<file path="src/rtl/ac_match_reporter_if.sv">
// ---------------------------------------------------------------------------
// ac_match_reporter_if
//   Bundles the ac_match_reporter handshakes:
//     state_in/state_valid/state_ready  walker state stream (into the reporter)
//     tbl_we/tbl_addr/tbl_data          output-table write port
//     match_valid/match_ready           match event handshake (out of reporter)
//     match_id/match_pos                pattern index / end position of event
//     match_count                       delivered match events (0 if not built)
//   Modports: master = walker/software/consumer side, slave = reporter side.
// ---------------------------------------------------------------------------
interface ac_match_reporter_if #(
  parameter int unsigned STATE_W = 8,
  parameter int unsigned NPAT    = 8,
  parameter int unsigned POS_W   = 16
);
  localparam int unsigned ID_W = (NPAT > 1) ? $clog2(NPAT) : 1;

  logic [STATE_W-1:0] state_in;
  logic               state_valid;
  logic               state_ready;

  logic               tbl_we;
  logic [STATE_W-1:0] tbl_addr;
  logic [NPAT-1:0]    tbl_data;

  logic               match_valid;
  logic               match_ready;
  logic [ID_W-1:0]    match_id;
  logic [POS_W-1:0]   match_pos;
  logic [15:0]        match_count;

  modport master (
    output state_in, state_valid, tbl_we, tbl_addr, tbl_data, match_ready,
    input  state_ready, match_valid, match_id, match_pos, match_count
  );

  modport slave (
    input  state_in, state_valid, tbl_we, tbl_addr, tbl_data, match_ready,
    output state_ready, match_valid, match_id, match_pos, match_count
  );
endinterface

</file>
<file path="src/rtl/ac_match_reporter.sv">
// ---------------------------------------------------------------------------
// ac_match_reporter
//   Aho-Corasick output-function stage. Each accepted walker state is looked
//   up in a loadable table of pattern masks; non-empty masks are buffered in a
//   small FIFO together with the character position, then serialized into one
//   match event per set bit (lowest pattern index first).
//
// Ports
//   clk_i    clock, all updates on the rising edge
//   rst_ni   asynchronous active-low reset (table contents are retained)
//   en_i     scan enable, gates state_ready only
//   bus      ac_match_reporter_if.slave: state stream, table write port,
//            match event stream and match_count
//
// Build option
//   AC_MATCH_COUNT_EN  when defined, match_count counts delivered events and
//                      saturates at 16'hFFFF; otherwise it is tied to zero.
//
// Pipeline
//   accept edge  : table read (old data on same-address write), pos captured
//   +1 edge      : S1 {mask, pos, valid}
//   +2 edge      : non-zero mask pushed into the hit FIFO
//   +3 edge      : serializer loads the work register, event visible
// ---------------------------------------------------------------------------
module ac_match_reporter #(
  parameter int unsigned STATE_W    = 8,
  parameter int unsigned NPAT       = 8,
  parameter int unsigned POS_W      = 16,
  parameter int unsigned FIFO_DEPTH = 4
) (
  input  logic                clk_i,
  input  logic                rst_ni,
  input  logic                en_i,
  ac_match_reporter_if.slave  bus
);

  localparam int unsigned ID_W      = (NPAT > 1) ? $clog2(NPAT) : 1;
  localparam int unsigned TBL_DEPTH = 1 << STATE_W;
  localparam int unsigned PTR_W     = $clog2(FIFO_DEPTH);
  localparam int unsigned CNT_W     = PTR_W + 1;
  localparam int unsigned OCC_W     = CNT_W + 1;

  typedef enum logic {
    IDLE,
    EMIT
  } ser_state_e;

  // Index of the lowest set bit; 0 for an empty mask.
  function automatic logic [ID_W-1:0] lsb_idx(input logic [NPAT-1:0] m);
    logic [ID_W-1:0] idx;
    logic            found;
    idx   = '0;
    found = 1'b0;
    for (int unsigned i = 0; i < NPAT; i++) begin
      if (m[i] && !found) begin
        idx   = ID_W'(i);
        found = 1'b1;
      end
    end
    return idx;
  endfunction

  // -------------------------------------------------------------------------
  // Output table and read stage
  // -------------------------------------------------------------------------
  logic [NPAT-1:0]  tbl_q [TBL_DEPTH];

  logic             run_q;       // low while in reset and for the first edge after
  logic             state_ready;
  logic             accept;

  logic [POS_W-1:0] pos_q, pos_d;
  logic             rd_valid_q;  // accept in flight (table data being read)
  logic [NPAT-1:0]  rd_mask_q;
  logic [POS_W-1:0] rd_pos_q;

  logic             s1_valid_q;
  logic [NPAT-1:0]  s1_mask_q;
  logic [POS_W-1:0] s1_pos_q;

  assign accept = bus.state_valid && state_ready;
  assign pos_d  = pos_q + POS_W'(1);

  // Table has no reset so it survives rst_ni. The read samples tbl_q before
  // this edge's write lands, giving old data on a same-address collision.
  always_ff @(posedge clk_i) begin
    if (bus.tbl_we) begin
      tbl_q[bus.tbl_addr] <= bus.tbl_data;
    end
    if (accept) begin
      rd_mask_q <= tbl_q[bus.state_in];
    end
  end

  always_ff @(posedge clk_i or negedge rst_ni) begin
    if (!rst_ni) begin
      run_q      <= 1'b0;
      pos_q      <= '0;
      rd_valid_q <= 1'b0;
      rd_pos_q   <= '0;
      s1_valid_q <= 1'b0;
      s1_mask_q  <= '0;
      s1_pos_q   <= '0;
    end else begin
      run_q      <= 1'b1;
      rd_valid_q <= accept;
      if (accept) begin
        rd_pos_q <= pos_q;
        pos_q    <= pos_d;
      end
      s1_valid_q <= rd_valid_q;
      if (rd_valid_q) begin
        s1_mask_q <= rd_mask_q;
        s1_pos_q  <= rd_pos_q;
      end
    end
  end

  // -------------------------------------------------------------------------
  // Hit FIFO
  // -------------------------------------------------------------------------
  logic [NPAT-1:0]  fifo_mask_q [FIFO_DEPTH];
  logic [POS_W-1:0] fifo_pos_q  [FIFO_DEPTH];
  logic [PTR_W-1:0] wr_ptr_q, rd_ptr_q;
  logic [CNT_W-1:0] fifo_cnt_q, fifo_cnt_d;
  logic             fifo_nonempty;
  logic             push;
  logic             pop;
  logic [NPAT-1:0]  head_mask;
  logic [POS_W-1:0] head_pos;
  logic [OCC_W-1:0] occ;

  assign push          = s1_valid_q && (s1_mask_q != '0);
  assign fifo_nonempty = (fifo_cnt_q != '0);
  assign head_mask     = fifo_mask_q[rd_ptr_q];
  assign head_pos      = fifo_pos_q[rd_ptr_q];

  // Everything already accepted but not yet in the work register counts
  // against FIFO space, so a full pipeline can never overflow the FIFO.
  assign occ = {1'b0, fifo_cnt_q}
             + OCC_W'(s1_valid_q)
             + OCC_W'(rd_valid_q);
  assign state_ready = run_q && en_i && (occ < OCC_W'(FIFO_DEPTH));
  assign bus.state_ready = state_ready;

  always_comb begin
    fifo_cnt_d = fifo_cnt_q;
    if (push && !pop) begin
      fifo_cnt_d = fifo_cnt_q + CNT_W'(1);
    end else if (pop && !push) begin
      fifo_cnt_d = fifo_cnt_q - CNT_W'(1);
    end
  end

  always_ff @(posedge clk_i) begin
    if (push) begin
      fifo_mask_q[wr_ptr_q] <= s1_mask_q;
      fifo_pos_q[wr_ptr_q]  <= s1_pos_q;
    end
  end

  always_ff @(posedge clk_i or negedge rst_ni) begin
    if (!rst_ni) begin
      wr_ptr_q   <= '0;
      rd_ptr_q   <= '0;
      fifo_cnt_q <= '0;
    end else begin
      if (push) begin
        wr_ptr_q <= wr_ptr_q + PTR_W'(1);
      end
      if (pop) begin
        rd_ptr_q <= rd_ptr_q + PTR_W'(1);
      end
      fifo_cnt_q <= fifo_cnt_d;
    end
  end

  // -------------------------------------------------------------------------
  // Serializer
  // -------------------------------------------------------------------------
  ser_state_e       state_q;
  logic [NPAT-1:0]  wmask_q;
  logic [NPAT-1:0]  wmask_clr;    // work mask with the current bit removed
  logic             match_valid_q;
  logic [ID_W-1:0]  match_id_q;
  logic [POS_W-1:0] match_pos_q;

  assign wmask_clr = wmask_q & (wmask_q - NPAT'(1));

  // Pop on load from IDLE, or back-to-back reload when the last bit of the
  // current mask is consumed and another hit is waiting.
  always_comb begin
    pop = 1'b0;
    unique case (state_q)
      IDLE:    pop = fifo_nonempty;
      EMIT:    pop = bus.match_ready && (wmask_clr == '0) && fifo_nonempty;
      default: pop = 1'b0;
    endcase
  end

  always_ff @(posedge clk_i or negedge rst_ni) begin
    if (!rst_ni) begin
      state_q       <= IDLE;
      wmask_q       <= '0;
      match_valid_q <= 1'b0;
      match_id_q    <= '0;
      match_pos_q   <= '0;
    end else begin
      unique case (state_q)
        IDLE: begin
          if (fifo_nonempty) begin
            state_q       <= EMIT;
            wmask_q       <= head_mask;
            match_valid_q <= 1'b1;
            match_id_q    <= lsb_idx(head_mask);
            match_pos_q   <= head_pos;
          end
        end
        EMIT: begin
          if (bus.match_ready) begin
            if (wmask_clr != '0) begin
              wmask_q    <= wmask_clr;
              match_id_q <= lsb_idx(wmask_clr);
            end else if (fifo_nonempty) begin
              wmask_q     <= head_mask;
              match_id_q  <= lsb_idx(head_mask);
              match_pos_q <= head_pos;
            end else begin
              state_q       <= IDLE;
              wmask_q       <= '0;
              match_valid_q <= 1'b0;
            end
          end
        end
        default: begin
          state_q       <= IDLE;
          match_valid_q <= 1'b0;
        end
      endcase
    end
  end

  assign bus.match_valid = match_valid_q;
  assign bus.match_id    = match_id_q;
  assign bus.match_pos   = match_pos_q;

  // -------------------------------------------------------------------------
  // Delivered-event counter
  // -------------------------------------------------------------------------
`ifdef AC_MATCH_COUNT_EN
  logic [15:0] mcount_q;

  always_ff @(posedge clk_i or negedge rst_ni) begin
    if (!rst_ni) begin
      mcount_q <= '0;
    end else if (match_valid_q && bus.match_ready && (mcount_q != '1)) begin
      mcount_q <= mcount_q + 16'd1;
    end
  end

  assign bus.match_count = mcount_q;
`else
  assign bus.match_count = '0;
`endif

endmodule

</file>
<file path="src/flat_wrapper.sv">
// flat-port wrapper written by rule: the top's interface ports become plain ports
module ac_match_reporter_flat 
#(
  parameter int unsigned STATE_W    = 8,
  parameter int unsigned NPAT       = 8,
  parameter int unsigned POS_W      = 16,
  parameter int unsigned FIFO_DEPTH = 4
)
  (clk_i, rst_ni, en_i, bus_state_in, bus_state_valid, bus_tbl_we, bus_tbl_addr, bus_tbl_data, bus_match_ready, bus_state_ready, bus_match_valid, bus_match_id, bus_match_pos, bus_match_count);
  ac_match_reporter_if #(.STATE_W(STATE_W), .NPAT(NPAT), .POS_W(POS_W)) bus_i ();
  input  logic clk_i;
  input  logic rst_ni;
  input  logic en_i;
  input wire logic [$bits(bus_i.state_in)-1:0] bus_state_in;
  input wire logic [$bits(bus_i.state_valid)-1:0] bus_state_valid;
  input wire logic [$bits(bus_i.tbl_we)-1:0] bus_tbl_we;
  input wire logic [$bits(bus_i.tbl_addr)-1:0] bus_tbl_addr;
  input wire logic [$bits(bus_i.tbl_data)-1:0] bus_tbl_data;
  input wire logic [$bits(bus_i.match_ready)-1:0] bus_match_ready;
  output wire logic [$bits(bus_i.state_ready)-1:0] bus_state_ready;
  output wire logic [$bits(bus_i.match_valid)-1:0] bus_match_valid;
  output wire logic [$bits(bus_i.match_id)-1:0] bus_match_id;
  output wire logic [$bits(bus_i.match_pos)-1:0] bus_match_pos;
  output wire logic [$bits(bus_i.match_count)-1:0] bus_match_count;
  assign bus_i.state_in = bus_state_in;
  assign bus_i.state_valid = bus_state_valid;
  assign bus_i.tbl_we = bus_tbl_we;
  assign bus_i.tbl_addr = bus_tbl_addr;
  assign bus_i.tbl_data = bus_tbl_data;
  assign bus_i.match_ready = bus_match_ready;
  assign bus_state_ready = bus_i.state_ready;
  assign bus_match_valid = bus_i.match_valid;
  assign bus_match_id = bus_i.match_id;
  assign bus_match_pos = bus_i.match_pos;
  assign bus_match_count = bus_i.match_count;
  ac_match_reporter #(.STATE_W(STATE_W), .NPAT(NPAT), .POS_W(POS_W), .FIFO_DEPTH(FIFO_DEPTH)) u_core (.clk_i(clk_i), .rst_ni(rst_ni), .en_i(en_i), .bus(bus_i));
endmodule
</file>
<file path="config.mk">
export PLATFORM = sky130hd
export DESIGN_NAME = ac_match_reporter_flat
export DESIGN_NICKNAME = d
export VERILOG_FILES = /design/src/rtl/ac_match_reporter_if.sv /design/src/rtl/ac_match_reporter.sv /design/src/flat_wrapper.sv
export SDC_FILE = /design/constraint.sdc
export NUM_CORES = 2
export LEC_CHECK = 0
export CAP_MARGIN = 10
export CORE_MARGIN = 2
export CORE_UTILIZATION = 55
export DETAILED_ROUTE_END_ITERATION = 12
export PLACE_DENSITY = 0.77
export SLEW_MARGIN = 15
export SYNTH_ARGS = -nofsm -noshare
export SYNTH_HDL_FRONTEND = slang
export SYNTH_SLANG_ARGS = --single-unit
</file>
<file path="constraint.sdc">
create_clock -name clk_i -period 7.7 [get_ports clk_i]
set_clock_uncertainty 0.1 [all_clocks]
set_input_delay 1.54 -clock clk_i [delete_from_list [all_inputs] [get_ports clk_i]]
set_output_delay 1.54 -clock clk_i [all_outputs]
set_load 0.02 [all_outputs]
</file>
==> metrics <==
Placer Congestion=0.900; root buffer cell=clkbuf_16; initial antenna violation count=11; clk sink count=2247; Multi-input gate area=18800 µm²; clock transition at the registers of the reported paths=0.06 ns; die span in y=402 µm; Core ar.=157000 µm²; NumNets Final=4425; Antenna Nets Post-Route=0; fmax=0.170 GHz; vias=44.6k; total setup buffers inserted after CTS=0; pin count of the biggest net entering global routing=158; Synth Warn #=0; die outline width=402 µm; GRT overflow=0; CTS Buf Count=212; hpwl dp=121000 µm; Primary FF master, synth=edfxtp_1; # Max-Cap Violations=0; Finished Layout Cells=6627; final core utilization=61.6%; # rows=145; clock tree buffer depth=3; CTS Hold Bufs=0; most frequent cells in the layout=2152 x edfxtp_1, 460 x mux4_2, 284 x nor2_1, 213 x clkbuf_16, 149 x a22oi_1; status=finished clean; FF+latch count, synth=2247; crit path max fanout=24; Pwr Density=270 nW/µm²; synthesized area per cell=20.2 µm²; Sequential Area=67000 µm²; PostCTS Resize Cnt=0; startpoint types=input port; Worst setup EP type=flop; slew margin rel.=8.61%; routed length per placed instance=31.3 µm; asr flop ratio synth=4.23%; synthesized area=87000 µm²; Worst EP required=8.12 ns; Placed Area=89700 µm²; worst r2r src=u_core.wmask_q[0]; RSZ-0062 raised after global routing=no; DR iter-0 viols=6772; WL final=207000 µm; gr usage total=25.7%; Synth Instances=4304; Slew Limit Fails=0; Final min period=5.87 ns; CP startpoint=bus_state_in[4]; Setup crit end=u_core.rd_mask_q[3]; R2R Setup Slk=4.07 ns; TritonCTS clock tree=yes; sequential share of the synthesized area=77.0%; Post-route DRC=0; synth top area cells=edfxtp_1 74%, mux4_2 12%, dfrtp_1 2.7%, mux2i_1 1.5%, a22oi_1 1.3%; Worst Hold Class=flop to flop; worst path arrival time=6.29 ns; FILL cells=10.4k; period utilization=76.2%; final setup fails=0; EDFF count, synth=2152; die area=161000 µm²; leakage=30.4 nW; share of cells above drive strength 1=20.4%; Final Hold Viols=0; Slew @ Worst Pin=1.36 ns; area delta synth->final=11.0%; vias per inst=6.73; clk_lat worst skew=0.87 ns; Cells after DPL=6230; worst r2r path cells=9; Final Hold Slack=0.374 ns; Synth area leader=edfxtp_1; I/O Pins=67; first-pass iteration count of the detailed router=6; worst vdd ir=0.238 mV; starting density of the core=55.5%; hold wc startpoint=u_core.rd_pos_q[7]; PortBufs=50; number of library cell types mapped by synthesis=70; leading cell type in the layout, fill and taps excluded=edfxtp_1; Setup TNS=0 ns; vias in the first global route=43.9k; WS Path Type=input port to flop; first-pass GRT wire length=303000 µm; design area=96600 µm²; R2R Path End=u_core.fifo_cnt_q[1]; Yosys top cell area share=74.3%; H-tree levels=4
-- metrics by stage --
stage                     total power, mW  setup WS (ns)
final                                26.1           1.83
after global routing                 26.8           2.14
after detailed placement             16.0           1.36
after CTS                            26.2           2.24
after floorplan                      15.3           3.68
after global placement               16.0          0.785
-- sequential cells by signal, indices dropped and copies added, names as in the netlist, 2 cells and up --
name and count:
u_core.wmask_q 8, u_core.fifo_mask_q 32, u_core.pos_q 16, u_core.s1_pos_q 16, u_core.wr_ptr_q 2, u_core.s1_mask_q 8, u_core.rd_mask_q 8, u_core.bus.match_id 3
u_core.tbl_q 2048, u_core.bus.match_pos 16, u_core.rd_ptr_q 2, u_core.fifo_cnt_q 3, u_core.fifo_pos_q 64, u_core.rd_pos_q 16
-- final cells by class --
type / count / area share, %
Inverter: 20 / 0.0777
Antenna cell: 8 / 0.0207
Clock buffer: 262 / 5.75
Clock inverter: 127 / 1.37
Sequential cell: 2247 / 69.4
Timing Repair Buffer: 124 / 1.22
Tap cell: 2058 / 2.67
Multi-Input combinational cell: 1781 / 19.5
-- worst min-delay path by stage --
stage | depth (start not counted) | slack [ns] | end
3_3_place_gp | 2 | 0.36 | u_core.rd_pos_q[5]
4_1_cts | 2 | 0.38 | u_core.rd_pos_q[7]
6_report | 2 | 0.37 | u_core.rd_pos_q[7]
3_5_place_dp | 2 | 0.36 | u_core.rd_pos_q[6]
5_1_grt | 2 | 0.41 | u_core.rd_pos_q[4]
2_1_floorplan | 0 | 0.28 | u_core.s1_valid_q
-- cell usage after synthesis, types with 27 or more instances --
| cell type | number |
|---|---|
| a21oi_1 | 118 |
| buf_4 | 38 |
| buf_2 | 51 |
| mux2i_1 | 129 |
| mux4_2 | 460 |
| clkbuf_1 | 154 |
| nand3_1 | 43 |
| o21ai_0 | 27 |
| mux2_2 | 45 |
| dfrtp_1 | 95 |
| a22oi_1 | 149 |
| nor3_1 | 34 |
| o221ai_1 | 44 |
| edfxtp_1 | 2152 |
| nor2_1 | 286 |
| nand2_1 | 125 |
-- kinds of logic (layout without fill, tap and decap cells) --
family,after synthesis,after routing,synth area share (%)
adders and majority gates,12,12,0.174
AOI/OAI and AO/OA,487,487,3.91
xor gates and xnor gates,22,22,0.221
muxes,642,642,14.1
buffers and inverters,291,533,1.50
other,2,25,0.00863
DFF,2247,2247,77.0
and+or+nand+nor,601,601,3.08
-- critical path: stages --
cell,delay [ns]
buf_2,0.69
clkinv_1,1.33
nand2_1,1.21
a21oi_1,0.15
nor4_1,1.16
nor4_1,0.14
-- power by group --
| group | switching [mW] | internal (mW) |
|---|---|---|
| Sequential | 0.186 | 13.6 |
| Combinational | 1.17 | 0.822 |
| Clock | 4.55 | 5.76 |
-- layer usage --
metal,global-route usage [%],up-vias,routed length (µm)
li1,-,17900,-
met1,35.9,23100,77600
met2,39.8,3052,98700
met3,5.67,535,21900
met4,10.6,6,8990
met5,0,-,41
Note: power is estimated with default switching activity, not from simulation.
